==> src/rtl/cpu_pkg.sv <==
// Shared fetch-stage types and constants: the prefetch queue entry layout,
// PC increment, default reset vector and a saturating add used by the optional statistics counters.
package cpu_pkg;

  localparam int          INSTR_W          = 32;
  localparam int          PC_INC           = 4;
  localparam logic [31:0] RESET_PC_DEFAULT = 32'h0000_0000;

  typedef struct packed {
    logic [31:0]        pc;
    logic [INSTR_W-1:0] instr;
  } fetch_entry_t;

  function automatic logic [31:0] sat_add32(input logic [31:0] a, input logic [31:0] b);
    logic [32:0] sum;
    sum = {1'b0, a} + {1'b0, b};
    return sum[32] ? 32'hFFFF_FFFF : sum[31:0];
  endfunction

endpackage

==> src/rtl/fetch_queue_pc_fifo.sv <==
// fetch_fifo: DEPTH-entry circular buffer of fetch_entry_t with push, pop and flush.
// The pointers carry one extra wrap bit so a full queue and an empty queue are distinguishable.
module fetch_fifo
  import cpu_pkg::*;
#(
  parameter int DEPTH = 4
) (
  input  logic                     Clk,
  input  logic                     i_reset,
  input  logic                     i_push,
  input  logic                     i_pop,
  input  logic                     i_flush,
  input  fetch_entry_t             i_push_data,
  output fetch_entry_t             o_head_data,
  output logic [$clog2(DEPTH):0]   o_count
);

  localparam int IDX_W = $clog2(DEPTH);
  localparam int PTR_W = IDX_W + 1;

  logic [PTR_W-1:0] r_head;
  logic [PTR_W-1:0] r_tail;
  fetch_entry_t     r_mem [DEPTH];

  // NOTE: state registers use non-blocking assignments so every flop samples pre-edge values.
  always_ff @(posedge Clk) begin
    if (i_reset || i_flush) begin
      r_head <= '0;
      r_tail <= '0;
    end else begin
      if (i_push) r_tail <= r_tail + PTR_W'(1);
      if (i_pop)  r_head <= r_head + PTR_W'(1);
    end
  end

  // NOTE: the storage array has no reset; an entry is only read once its pointer says it was written.
  always_ff @(posedge Clk) begin
    if (i_push) r_mem[r_tail[IDX_W-1:0]] <= i_push_data;
  end

  assign o_head_data = r_mem[r_head[IDX_W-1:0]];
  assign o_count     = r_tail - r_head;

endmodule

==> src/rtl/fetch_queue_pc.sv <==
// fetch_queue_pc: PC generator with one-outstanding imem handshake and epoch-tagged prefetch queue.
// Optional statistics counters (stat_fetched, stat_flushed) are built when FETCH_STATS_EN is defined.
module fetch_queue_pc
  import cpu_pkg::*;
#(
  parameter int                ADDR_W   = 32,
  parameter int                DEPTH    = 4,
  parameter logic [ADDR_W-1:0] RESET_PC = RESET_PC_DEFAULT[ADDR_W-1:0]
) (
  input  logic              Clk,
  input  logic              reset,
  input  logic              pc_write,
  input  logic              redirect_valid,
  input  logic [ADDR_W-1:0] redirect_pc,
  output logic              imem_req,
  output logic [ADDR_W-1:0] imem_addr,
  input  logic              imem_rvalid,
  input  logic [31:0]       imem_rdata,
  input  logic              deq,
  output logic              instr_valid,
  output logic [31:0]       instr_out,
  output logic [ADDR_W-1:0] instr_pc,
  output logic              queue_full
`ifdef FETCH_STATS_EN
  ,
  output logic [31:0]       stat_fetched,
  output logic [31:0]       stat_flushed
`endif
);

  localparam int CNT_W = $clog2(DEPTH) + 1;

  logic [ADDR_W-1:0] r_fetch_pc;
  logic [ADDR_W-1:0] r_imem_addr;
  logic              r_imem_req;
  logic              r_epoch;
  logic              r_out_tag;
  logic              r_outstanding;

  logic [CNT_W-1:0]  w_count;
  logic [CNT_W:0]    w_inflight;
  logic              w_valid;
  logic              w_resp;
  logic              w_enq;
  logic              w_pop;
  logic              w_issue;
  fetch_entry_t      w_push_entry;
  fetch_entry_t      w_head_entry;
  logic              w_unused;

  assign w_valid    = (w_count != '0);
  assign w_inflight = {1'b0, w_count} + {{CNT_W{1'b0}}, r_outstanding};

  // A response belongs to us only while a request is outstanding; stale epochs and redirect cycles drop it.
  assign w_resp  = imem_rvalid && r_outstanding;
  assign w_enq   = w_resp && (r_out_tag == r_epoch) && !redirect_valid;
  assign w_pop   = deq && w_valid && !redirect_valid;
  assign w_issue = pc_write && !r_outstanding && !redirect_valid
                && (w_inflight < (CNT_W + 1)'(DEPTH));

  assign w_push_entry.pc    = 32'(r_imem_addr);
  assign w_push_entry.instr = imem_rdata;

  fetch_fifo #(
    .DEPTH (DEPTH)
  ) u_fifo (
    .Clk         (Clk),
    .i_reset     (reset),
    .i_push      (w_enq),
    .i_pop       (w_pop),
    .i_flush     (redirect_valid),
    .i_push_data (w_push_entry),
    .o_head_data (w_head_entry),
    .o_count     (w_count)
  );

  always_ff @(posedge Clk) begin
    if (reset) begin
      r_fetch_pc    <= RESET_PC;
      r_imem_addr   <= '0;
      r_imem_req    <= 1'b0;
      r_epoch       <= 1'b0;
      r_out_tag     <= 1'b0;
      r_outstanding <= 1'b0;
    end else begin
      r_imem_req <= w_issue;
      if (redirect_valid) begin
        r_fetch_pc <= {redirect_pc[ADDR_W-1:2], 2'b00};
        r_epoch    <= ~r_epoch;
      end else if (w_issue) begin
        r_fetch_pc  <= r_fetch_pc + ADDR_W'(PC_INC);
        r_imem_addr <= r_fetch_pc;
        r_out_tag   <= r_epoch;
      end
      if (w_issue)          r_outstanding <= 1'b1;
      else if (imem_rvalid) r_outstanding <= 1'b0;
    end
  end

  assign imem_req    = r_imem_req;
  assign imem_addr   = r_imem_addr;
  assign instr_valid = w_valid;
  assign instr_out   = w_valid ? w_head_entry.instr : '0;
  assign instr_pc    = w_valid ? w_head_entry.pc[ADDR_W-1:0] : '0;
  assign queue_full  = (w_count == CNT_W'(DEPTH));
  assign w_unused    = ^{1'b0, redirect_pc[1:0]};

`ifdef FETCH_STATS_EN
  logic [31:0] r_stat_fetched;
  logic [31:0] r_stat_flushed;
  logic [31:0] w_flush_inc;

  assign w_flush_inc = (redirect_valid ? 32'(w_count) : 32'd0)
                     + ((w_resp && !w_enq) ? 32'd1 : 32'd0);

  always_ff @(posedge Clk) begin
    if (reset) begin
      r_stat_fetched <= '0;
      r_stat_flushed <= '0;
    end else begin
      if (w_enq) r_stat_fetched <= sat_add32(r_stat_fetched, 32'd1);
      r_stat_flushed <= sat_add32(r_stat_flushed, w_flush_inc);
    end
  end

  assign stat_fetched = r_stat_fetched;
  assign stat_flushed = r_stat_flushed;
`endif

endmodule

==> config.mk <==
export PLATFORM = sky130hd
export DESIGN_NAME = fetch_queue_pc
export DESIGN_NICKNAME = d
export VERILOG_FILES = /design/src/rtl/cpu_pkg.sv /design/src/rtl/fetch_queue_pc_fifo.sv /design/src/rtl/fetch_queue_pc.sv
export SDC_FILE = /design/constraint.sdc
export NUM_CORES = 1
export LEC_CHECK = 0
export CAP_MARGIN = 0
export CORE_AREA = 3 3 160 162
export CTS_BUF_LIST = sky130_fd_sc_hd__clkbuf_8
export DETAILED_ROUTE_END_ITERATION = 12
export DIE_AREA = 0 0 163 165
export PLACE_DENSITY = 0.83
export SLEW_MARGIN = 20
export SYNTH_ARGS = -nofsm -noshare
export SYNTH_HDL_FRONTEND = slang
export SYNTH_SLANG_ARGS = --single-unit
==> constraint.sdc <==
create_clock -name Clk -period 4.3 [get_ports Clk]
set_input_delay 1.075 -clock Clk [delete_from_list [all_inputs] [get_ports Clk]]
set_output_delay 1.075 -clock Clk [all_outputs]
set_load 0.02 [all_outputs]
==> impl_metrics.ini, run 1 <==
[setup_path]
r2r_slack_ns = 1.42
crit-reg2reg-launch = u_fifo.r_tail[0]
crit_cells = 8
r2r_cells = 7
cp_max_fo = 32
worstPathArrival_ns = 3.05
critPathRequiredTime_ns = 3.22
crit_slowest_cell = clkdlybuf4s50_1
path_class = reg -> out
cp-end-kind = primary output
critPathMaxStageDelay_ns = 0.55
path_buf_inv = 3
critPathLaunchType = flop
crit_chain = inv_1, ha_1, fa_1, xor3_1, nor2_4, buf_12, nor2b_1, clkdlybuf4s50_1
r2r-end = r_fetch_pc[23]
crit_start = u_fifo.r_tail[0]
cp_top_family = buffers and inverters

[timing]
fin_crit_ns = 4.124
tightest_slew_ns = 0.8333
holdWs_ns = 0.4716
relSlewSlack_pct = 44.45
finalMaxSlewViolations = 0
hold_viol_final = 0
clock_skew_ns = 0.01274
fmax_mhz = 242.5
setup_viol = 0
min_period_over_period_pct = 95.92

[yosys]
synth.avg_cell_area_um2 = 15.49
synth.area.top_cells = edfxtp_1, dfxtp_1, mux4_2
synth.cell_area_um2 = 12850
synth_warnings = 0
synthArstFlopShare_pct = 0
yosysTopAreaCell = edfxtp_1
ys_ff_latch = 320
synthFlopType = edfxtp_1
synth_edf_count = 248
synth_top_area_share_pct = 57.93
ys_seq_area_share_pct = 69.15
synth_cells = 830
ys_types = 55

[finish]
final_core_util_pct = 65.35
diodes = 0
n_fill_cell = 1733
final_cell_mix = edfxtp_1, clkdlybuf4s50_1, nand2_1, dfxtp_1, nor2b_1
drive_gt1_share_pct = 14.37
stdcell_area_um2 = 15850
area_delta_synth_final_pct = 23.27
layout_commonest_cell = edfxtp_1
layout.nets = 1087

[min_path]
hold_path_class = reg -> reg
hold_path_depth = 2
min_from = r_out_tag
min_to = r_out_tag

[global_route]
grt_max_degree = 64
antenna_found_initial = 0
grt_overflow = 0
grt_pass1_wl_mm = 40.43
grt_pass1_vias = 7531
grt_use_total_pct = 19.23

[detailed_routing]
dr.pass1.iters = 6
drt_wl_total_mm = 26.26
drc = 0
drtIter0Drc = 562
viasPerCell = 5.561
vias = 7607
ant_nets = 0
wire_per_inst_um = 19.20

[cts]
clock-sinks = 320
cts_buffer_depth = 3
cts_hold_buf = 0
ctsResizeCount = 0
numCtsBuffers = 48
tritoncts = yes
path_clk_slew_ns = 0.06
cts_post_setup_buffers_inserted = 0
htree_levels = 2
root_buffer = clkbuf_8
insertion_delay_ns = 0.53

[die]
dieWidth_um = 163
core_um2 = 24250
dieArea_um2 = 26900
pin_count = 169
floorplan.rows = 57
start_util_pct = 53.01
dieHeight_um = 165

[power_and_ir_drop]
vdd_ir_drop_max_mv = 0.2362
power_leakage_uw = 0.005126
p_per_area_nw_per_um2 = 376.0

[place]
placed_area_um2 = 14920
io_buffers = 162
dpl.hpwl_mm = 16.57
globalplace.congestion = 0.8853

[status]
run_status = completed

[run]
cap_violations = 0
per-layer routing:
layer | up-vias | GRT usage, % | part of all wire [%] | wire [µm]
li1 | 3569 | - | - | -
met1 | 3738 | 25.86 | 43 | 11280
met2 | 261 | 32.85 | 49 | 12930
met3 | 39 | 3.812 | 6.2 | 1635
met4 | 0 | 4.383 | 1.6 | 411
met5 | - | 0 | 0 | 0
registers in the layout (all words and copies together) (netlist names), named ones only:
register	flops
r_out_tag	1
u_fifo.r_tail	3
r_epoch	1
r_fetch_pc	30
imem_addr	30
u_fifo.r_head	3
r_outstanding	1
imem_req	1
u_fifo.r_mem	248
tightest hold or removal path, delay by kind of cell, from the launching register on:
family             cells  cell delay, ns
DFF                    1            0.32
and+or+nand+nor        1            0.05
AOI/OAI and AO/OA      1            0.05
stage by stage:
| stage | total power (µW) | setup WS [ns] | setup TNS [ns] | instances |
|---|---|---|---|---|
| after floorplan | 3589 | 0.7992 | 0 | 833 |
| after global placement | 3728 | 0.7286 | 0 | 1282 |
| after CTS | 6006 | 0.07534 | 0 | 1367 |
| after global routing | 6188 | -0.004558 | -0.004558 | 1368 |
| final | 5959 | 0.1756 | 0 | 1368 |
| after detailed placement | 3737 | 0.6724 | 0 | 1282 |
kinds of logic after synthesis:
family	count (synthesis)	share of synthesized area, %
flip-flops	320	69.15
AND/OR/NAND/NOR	265	10.85
AO/OA/AOI/OAI	97	5.071
multiplexers	63	10.94
buffers and inverters	63	2.015
XOR/XNOR	13	1.110
adder cells (fa/ha/maj)	8	0.8370
other	1	0.02917
cell usage after synthesis, types with 3 or more instances:
library cell  number
and4_1             4
a21oi_1           37
ha_1               7
or3_1             16
nor4_1             7
and3_1             9
nand2_1           77
edfxtp_1         248
nand3_1            9
a211oi_1           8
buf_1              7
o31ai_1            5
inv_1              9
xnor2_1            8
a31oi_1            3
or4_1              5
o21ai_0           11
buf_2              3
nand4_1           11
buf_4              5
a311oi_1          16
nor2b_1           69
o31a_1             3
dfxtp_1           72
xor2_1             3
o311ai_0           3
mux4_2            62
and2_1             4
nor2_1            39
clkbuf_1          38
nor3_1             3
worst max-delay path by stage:
stage	to	slack, ns
after global placement	instr_pc[4]	0.73
after floorplan	u_fifo.r_mem[3][0]	0.80
after global routing	instr_out[30]	-0.005
final	instr_out[30]	0.18
after CTS	instr_pc[8]	0.08
after detailed placement	instr_pc[8]	0.67
final cells by class:
cell class	count	area, µm²	share of cell area [%]
sequential	320	8896	56.14
multi-input combinational	450	3752	23.68
timing repair buffer	179	1859	11.73
clock buffer	52	715.7	4.516
tap	324	405.4	2.558
clock inverter	33	180.2	1.137
inverter	10	37.54	0.2369
report_power, final:
part | switching [µW] | internal, µW
sequential | 51.0 | 3360
clock | 1060 | 1230
combinational | 137 | 132
Note: power is estimated with default switching activity, not from simulation.
==> run 2: changes to the inputs <==
--- a/config.mk
+++ b/config.mk
@@ -6,11 +6,13 @@
 export NUM_CORES = 1
 export LEC_CHECK = 0
 export CAP_MARGIN = 0
-export CORE_AREA = 3 3 160 162
+export CELL_PAD_IN_SITES_DETAIL_PLACEMENT = 1
+export CELL_PAD_IN_SITES_GLOBAL_PLACEMENT = 1
+export CORE_AREA = 3 3 168 170
 export CTS_BUF_LIST = sky130_fd_sc_hd__clkbuf_8
 export DETAILED_ROUTE_END_ITERATION = 12
-export DIE_AREA = 0 0 163 165
-export PLACE_DENSITY = 0.83
+export DIE_AREA = 0 0 171 173
+export PLACE_DENSITY = 0.88
 export SLEW_MARGIN = 20
 export SYNTH_ARGS = -nofsm -noshare
 export SYNTH_HDL_FRONTEND = slang
==> impl_metrics.ini, run 2 (synthesis results as in run 1) <==
[setup_path]
r2r_cells = 7
cp-end-kind = primary output
worstPathArrival_ns = 3.09
cp_max_fo = 15
critPathLaunchType = flop
path_class = reg -> out
critPathRequiredTime_ns = 3.22

[place]
dp_cells = 1303
placed_area_um2 = 14970
globalplace.congestion = 0.8528
io_buffers = 162
dpl.hpwl_mm = 19.93

[detailed_routing]
dr.pass1.iters = 4
drtIter0Drc = 585
drc = 0
vias = 7948
drt_wl_total_mm = 31.26
viasPerCell = 5.665
wire_per_inst_um = 22.28
ant_nets = 0

[global_route]
grt_overflow = 0
grt_max_degree = 64
grt_pass1_wl_mm = 48.14
grt_use_total_pct = 20.70
grt_pass1_vias = 8592
antenna_found_initial = 0

[cts]
cts_post_setup_buffers_inserted = 0
htree_levels = 2
root_buffer = clkbuf_8
clock-sinks = 320
path_clk_slew_ns = 0.06
numCtsBuffers = 53
cts_buffer_depth = 3
insertion_delay_ns = 0.56
tritoncts = yes

[power_and_ir_drop]
vdd_ir_drop_max_mv = 0.2119
power_leakage_uw = 0.005961
p_per_area_nw_per_um2 = 388.4

[timing]
min_period_over_period_pct = 96.91
holdWs_ns = 0.4710
relSlewSlack_pct = 42.01
finalMaxSlewViolations = 0
fin_crit_ns = 4.167
tightest_slew_ns = 0.8620
clock_skew_ns = 0.01717
fmax_mhz = 240.0
setup_viol = 0
rsz0062_at_grt = yes
hold_viol_final = 0

[status]
run_status = completed

[min_path]
hold_path_depth = 2
hold_path_class = reg -> reg

[finish]
regArea_um2 = 8896
stdcell_area_um2 = 16150
layout.nets = 1097
largest_register_ffs = 248
drive_gt1_share_pct = 15.91
final_core_util_pct = 60.08
layout_commonest_cell = edfxtp_1
multiInputGateArea_um2 = 3752
fin_cells = 1403
area_delta_synth_final_pct = 25.62
n_fill_cell = 2542
diodes = 0
final_cell_mix = edfxtp_1, clkdlybuf4s50_1, nand2_1, dfxtp_1, nor2b_1

[die]
dieWidth_um = 171
pin_count = 169
core_um2 = 26880
dieArea_um2 = 29580
start_util_pct = 47.83
dieHeight_um = 173
floorplan.rows = 60

[run]
cap_violations = 0
run 2: changes by cell type in the layout (fill, tap and decap cells not counted):
cell / delta
buf_8: +1
dlymetal6s2s_1: +40
buf_4: +4
clkbuf_8: +5
dlygate4sd2_1: +2
clkinv_2: +7
clkinvlp_4: +1
clkinv_1: +6
inv_1: -7
clkdlybuf4s50_1: -42
bufinv_16: +1
run 2: stage by stage:
stage	power (µW)	setup TNS (ns)	worst slack, ns
3_3_place_gp	3731	0	0.7027
4_1_cts	6334	0	0.006197
5_1_grt	6502	-0.2674	-0.02984
6_report	6272	0	0.1327
2_1_floorplan	3589	0	0.7992
3_5_place_dp	3746	0	0.5976
run 2: final timing paths:
path / end / startpoint / slack [ns]
max: instr_pc[25] / u_fifo.r_tail[0] / 0.13
min: r_out_tag / r_out_tag / 0.47
max reg2reg: r_fetch_pc[21] / u_fifo.r_tail[0] / 1.33
min reg2reg: r_out_tag / r_out_tag / 0.47
run 2: cell type report:
type,count,share of cell area (%)
inverters,10,0.2324
flip-flops and latches,320,55.09
multi-input cells,450,23.24
repair buffers,184,12.40
well taps,341,2.642
clock inverters,41,1.542
clock buffers,57,4.858
run 2: critical path, stage by stage, from the launching register on:
cell and delay, ns:
dfxtp_1 0.40, inv_1 0.11, ha_1 0.24, fa_1 0.50
nand2_1 0.15, nor2_4 0.29, buf_8 0.24, nor2b_1 0.07
clkdlybuf4s50_1 0.54
run 2: what timing repair did:
action                     in CTS  in global routing
setup endpoints to repair       2                 61
gates resized for setup         2                 45
hold buffers                    0                  0
pin swaps                       0                  1
cloned                          0                  2
run 2: layer usage:
metal	part of all wire [%]	up-vias	track usage, %
met1	42	4068	26.00
li1	-	3590	-
met4	2.1	0	6.170
met3	5.2	51	3.864
met5	0	-	0
met2	51	239	36.48
run 2: power by group:
part           switching [µW]  internal [µW]
registers                53.5           3360
logic                     143            132
clock network            1180           1400
total                    1380           4890
